$ cat config.mk
export PLATFORM = sky130hd
export DESIGN_NAME = lp_arith_seq
export DESIGN_NICKNAME = d
export VERILOG_FILES = /design/src/rtl/lp_arith_pkg.sv /design/src/rtl/lp_shift_add_mul.sv /design/src/rtl/lp_arith_seq.sv
export SDC_FILE = /design/constraint.sdc
export NUM_CORES = 1
export LEC_CHECK = 0
export BUFFER_PORTS_ARGS = -buffer_cell sky130_fd_sc_hd__buf_2
export CORE_AREA = 2 2 131 133
export DETAILED_ROUTE_END_ITERATION = 8
export DIE_AREA = 0 0 133 135
export HOLD_SLACK_MARGIN = 0.15
export PLACE_DENSITY = 0.47
export SYNTH_ARGS = -nofsm -noshare
export SYNTH_HDL_FRONTEND = slang
export SYNTH_SLANG_ARGS = --single-unit
$ cat constraint.sdc
create_clock -name clk -period 5.5 [get_ports clk]
set_input_delay 1.1 -clock clk [delete_from_list [all_inputs] [get_ports clk]]
set_output_delay 1.1 -clock clk [all_outputs]
set_load 0.005 [all_outputs]
$ cat src/rtl/lp_arith_pkg.sv
// Shared types and helpers for the low-power arithmetic datapath
// (sequential responder, combinational unit and their benches).
package lp_arith_pkg;

    typedef enum logic [1:0] {
        OP_ADD = 2'b00,
        OP_SUB = 2'b01,
        OP_MUL = 2'b10,
        OP_INV = 2'b11
    } op_e;

    typedef enum logic [1:0] {
        IDLE = 2'b00,
        MUL  = 2'b01,
        DONE = 2'b10
    } state_e;

    // Result width for a given operand width: products never truncate.
    function automatic int res_w(input int w);
        return 2 * w;
    endfunction

endpackage

$ cat src/rtl/lp_shift_add_mul.sv
// Iterative unsigned shift-add multiplier: one multiplier bit per enabled cycle,
// LSB first. Registers only move on start or while enabled.
module lp_shift_add_mul
    import lp_arith_pkg::*;
#(
    parameter int WIDTH = 8
) (
    input  logic                      clk,
    input  logic                      rst,
    input  logic                      start,
    input  logic                      en,
    input  logic [WIDTH-1:0]          a,
    input  logic [WIDTH-1:0]          b,
    output logic                      done,
    output logic [res_w(WIDTH)-1:0]   product
);

    localparam int RW = res_w(WIDTH);
    localparam int CW = $clog2(WIDTH) + 1;

    logic [RW-1:0]    mcand;
    logic [WIDTH-1:0] mplier;
    logic [RW-1:0]    acc;
    logic [RW-1:0]    acc_nxt;
    logic [CW-1:0]    cnt;

    assign acc_nxt = acc + (mplier[0] ? mcand : '0);
    assign done    = en && (cnt == CW'(WIDTH - 1));
    // The final partial sum is handed out combinationally so the caller can
    // register it on the last iteration edge without an extra cycle.
    assign product = acc_nxt;

    always_ff @(posedge clk or posedge rst) begin
        if (rst) begin
            cnt <= '0;
        end else if (start) begin
            cnt <= '0;
        end else if (en) begin
            cnt <= cnt + CW'(1);
        end
    end

    always_ff @(posedge clk) begin
        if (start) begin
            mcand  <= {{WIDTH{1'b0}}, a};
            mplier <= b;
            acc    <= '0;
        end else if (en) begin
            acc    <= acc_nxt;
            mcand  <= mcand << 1;
            mplier <= mplier >> 1;
        end
    end

endmodule

$ cat src/rtl/lp_arith_seq.sv
// Handshaked add/sub/multiply responder; multiply runs on the shift-add engine,
// everything else completes in one cycle.
module lp_arith_seq
    import lp_arith_pkg::*;
#(
    parameter int WIDTH = 8
) (
    input  logic                      clk,
    input  logic                      rst,
    input  logic                      req_valid,
    output logic                      req_ready,
    input  logic [WIDTH-1:0]          req_a,
    input  logic [WIDTH-1:0]          req_b,
    input  logic [1:0]                req_op,
    output logic                      rsp_valid,
    input  logic                      rsp_ready,
    output logic [res_w(WIDTH)-1:0]   rsp_result,
    output logic                      rsp_err,
    output logic                      busy
);

    localparam int RW = res_w(WIDTH);

    state_e        state, state_n;
    op_e           op;
    logic          accept, start, mul_en, mul_done, zero_op;
    logic [RW-1:0] a_ext, b_ext, product, res_q;
    logic          err_q;

    assign op      = op_e'(req_op);
    assign zero_op = (req_a == '0) || (req_b == '0);
    assign a_ext   = {{WIDTH{1'b0}}, req_a};
    assign b_ext   = {{WIDTH{1'b0}}, req_b};

    always_ff @(posedge clk or posedge rst) begin
        if (rst) state <= IDLE;
        else     state <= state_n;
    end

    always_comb begin
        state_n   = state;
        accept    = 1'b0;
        start     = 1'b0;
        mul_en    = 1'b0;
        req_ready = 1'b0;
        rsp_valid = 1'b0;
        case (state)
            IDLE: begin
                req_ready = 1'b1;
                if (req_valid) begin
                    accept = 1'b1;
                    if (op == OP_MUL && !zero_op) begin
                        start   = 1'b1;
                        state_n = MUL;
                    end else begin
                        state_n = DONE;
                    end
                end
            end
            MUL: begin
                mul_en = 1'b1;
                if (mul_done) state_n = DONE;
            end
            DONE: begin
                rsp_valid = 1'b1;
                if (rsp_ready) state_n = IDLE;
            end
            default: state_n = IDLE;
        endcase
    end

    assign busy = (state != IDLE);

    // Response register doubles as the operand capture for single-cycle ops;
    // it only loads on accept or on the last multiply iteration.
    always_ff @(posedge clk or posedge rst) begin
        if (rst) begin
            res_q <= '0;
            err_q <= 1'b0;
        end else if (accept) begin
            case (op)
                OP_ADD:  res_q <= a_ext + b_ext;
                OP_SUB:  res_q <= a_ext - b_ext;
                default: res_q <= '0;
            endcase
            err_q <= (op == OP_INV);
        end else if (mul_en && mul_done) begin
            res_q <= product;
        end
    end

    assign rsp_result = res_q;
    assign rsp_err    = err_q;

    lp_shift_add_mul #(.WIDTH(WIDTH)) u_mul (
        .clk     (clk),
        .rst     (rst),
        .start   (start),
        .en      (mul_en),
        .a       (req_a),
        .b       (req_b),
        .done    (mul_done),
        .product (product)
    );

endmodule

==> out/qor.yml <==
status: "completed"
post_cts_resized: 0
grt_pass1_vias: 3425
netlist_area_mm2: 0.004076
yosys-top-cells-area: "dfrtp_1 14%, dfxtp_1 12%, edfxtp_1 12%, ha_1 10%, nand2_1 5.1%"
multi_input_area_mm2: 0.002380
start_kind: "flip-flop"
synth_seq_cells: 63
io_pins: 42
synth_nets: 497
antenna_found_initial: 0
die_x_um: 133
muxShareOfSynthArea_pct: 5.617
fin_util_pct: 29.53
relSlewSlack_pct: 33.32
clock.fmax_mhz: 330.9
async_flop_share_pct: 36.51
criticalPathCategory: "flip-flop to flip-flop"
cts_hold_buf: 0
synth_most_common_cell: "nand2_1"
firstDrtPassIters: 4
hold_viol_final: 0
postRouteAntennaNets: 0
crit_path_max_fanout: 16
seq_area_mm2: 0.001536
synthAdderAreaFrac_pct: 11.60
clk_path_buf_depth: 2
overflow: 0
drive_gt1_share_pct: 18.16
layout_setup_ws_ps: 2478
first_iter_violations: 205
cap_violations: 0
cts_root_buf: "clkbuf_16"
synth_top_family_by_area: "compound AO/OA/AOI/OAI gates"
fp.coreArea_mm2: 0.01641
grtUsageTotal_pct: 12.93
fin_nets: 532
synth_top_area_share_pct: 14.12
cts_tree: "yes"
cts.clk_slew.worst_paths_ps: 60
synth_flop_cell: "dfxtp_1"
worst_slew_pin_slew_ps: 1000
clkSinkCount: 63
fin_crit_sh_pct: 54.95
syn2layout_area_growth_pct: 18.85
slew_viol_final: 0
rows: 47
ys_types: 65
via_count: 3325
yosys_warnings: 0
syn_inst: 439
finClkSkew_ps: 10.78
port-buffer-count: 41
routedWlPerCell_um: 15.92
clkLatencyLatePin_ps: 340
initial_core_util_pct: 24.85
drcViolationCount: 0
synth-xor-area-share_pct: 4.942
synth_area_leader_cell: "dfrtp_1"
synth_edf_count: 16
dieArea_mm2: 0.01796
post-route-min-period_ps: 3022
hpwl_um: 8511
final-setup-viol-count: 0
power_density_mw_per_mm2: 508.4
dp_slack_ps: 2126
ir_worst_vdd_v: 0.0002037
htreeDepth: 3
netlist_top_cells_count: "55 x nand2_1, 33 x ha_1, 28 x o21ai_0"
critPathRequiredTime_ps: 5720
gp_congestion: 0.7588
grt_max_degree: 39
postCtsSetupRepairBufs: 0
synth-simple-area-share_pct: 16.21
crit_path_end_kind: "flip-flop"
routed_wl_um: 11130
min_path_type: "flip-flop to flip-flop"
rsz0062_at_grt: "false"
avgViaCountPerCell: 4.757
diodes: 0
die-height_um: 135
syn_avg_cell_area_um2: 9.286
tns_ps: 0
leakagePower_nw: 2.049
critical_path_arrival_ps: 3240
grt_first_pass_wirelength_um: 18080
yosysSeqAreaShare_pct: 37.69
synth_compound_area_share_pct: 19.95
fillerInstances: 1733
cts_buffers: 9
==> worst paths after layout <==
kind / to / slack [ps] / cells past startpoint / from
min in group asynchronous: rsp_result[10] / 970 / 2 / rst
max reg2reg: u_mul.acc[14] / 2480 / 9 / u_mul.mplier[0]
min: u_mul.acc[8] / 470 / 2 / u_mul.acc[8]
min reg2reg: u_mul.acc[8] / 470 / 2 / u_mul.acc[8]
max in group asynchronous: u_mul.cnt[0] / 3950 / 2 / rst
max: u_mul.acc[14] / 2480 / 9 / u_mul.mplier[0]
==> state kept, by name, summed over array words and instances (netlist names) <==
register and flops:
u_mul.cnt 4, u_mul.mplier 8, state 2, u_mul.acc 16, rsp_result 16, rsp_err 1, u_mul.mcand 16
==> metal layers <==
layer	GRT usage, %	wire length [um]
met4	5.436	237
met5	0	0
met1	16.45	5288
met2	21.59	5315
met3	2.402	289
==> placed cells by master (no fill, tap or decap), types with 11 or more instances in the layout <==
| master | n |
|---|---|
| and2_1 | 15 |
| ha_1 | 33 |
| dfxtp_1 | 24 |
| buf_2 | 41 |
| edfxtp_1 | 16 |
| dfrtp_1 | 23 |
| o21ai_0 | 28 |
| nor2_1 | 23 |
| xnor2_1 | 13 |
| a21oi_1 | 27 |
| mux2_2 | 15 |
| o22ai_1 | 16 |
| nand2_1 | 55 |
| inv_1 | 20 |
| o211ai_1 | 11 |
==> critical path, stage by stage (launching register included) <==
cell and delay (ps):
edfxtp_1 570, and2_1 220, ha_1 210, fa_1 430, a211oi_1 350, o21ai_1 180
a221oi_2 350, o21bai_1 170, xor2_1 170, a22o_1 240
==> area by class of cell <==
class | instances | share of cell area, %
clock buffer | 9 | 4.649
timing repair buffer | 44 | 4.700
multi-input combinational | 335 | 49.12
clock inverter | 7 | 2.505
inverter | 21 | 1.627
tap | 220 | 5.682
sequential | 63 | 31.71
==> cell families after synthesis <==
group                      after synthesis
xor gates and xnor gates                23
adders and majority gates               36
buffers and inverters                   41
and+or+nand+nor                        132
AOI/OAI and AO/OA                      123
DFF                                     63
muxes                                   21
==> through the flow <==
stage          instance area (um^2)  std cells  hold WS [ps]  power (W)
2_1_floorplan                  4076        439         434.7   0.001468
3_3_place_gp                   4498        683         451.2   0.001799
3_5_place_dp                   4498        683         459.2   0.001817
4_1_cts                        4845        699         468.7   0.002495
5_1_grt                        4845        699         484.5   0.002648
6_report                       4845        699         465.6   0.002463
==> report_power, final <==
part           leakage [nW]  total (W)  internal (W)  switching [W]
Clock                 0.170   0.000666      0.000444       0.000222
Sequential            0.635   0.000813      0.000687       0.000126
Combinational          1.24   0.000984      0.000398       0.000585
(Power assumes the default switching activity.)
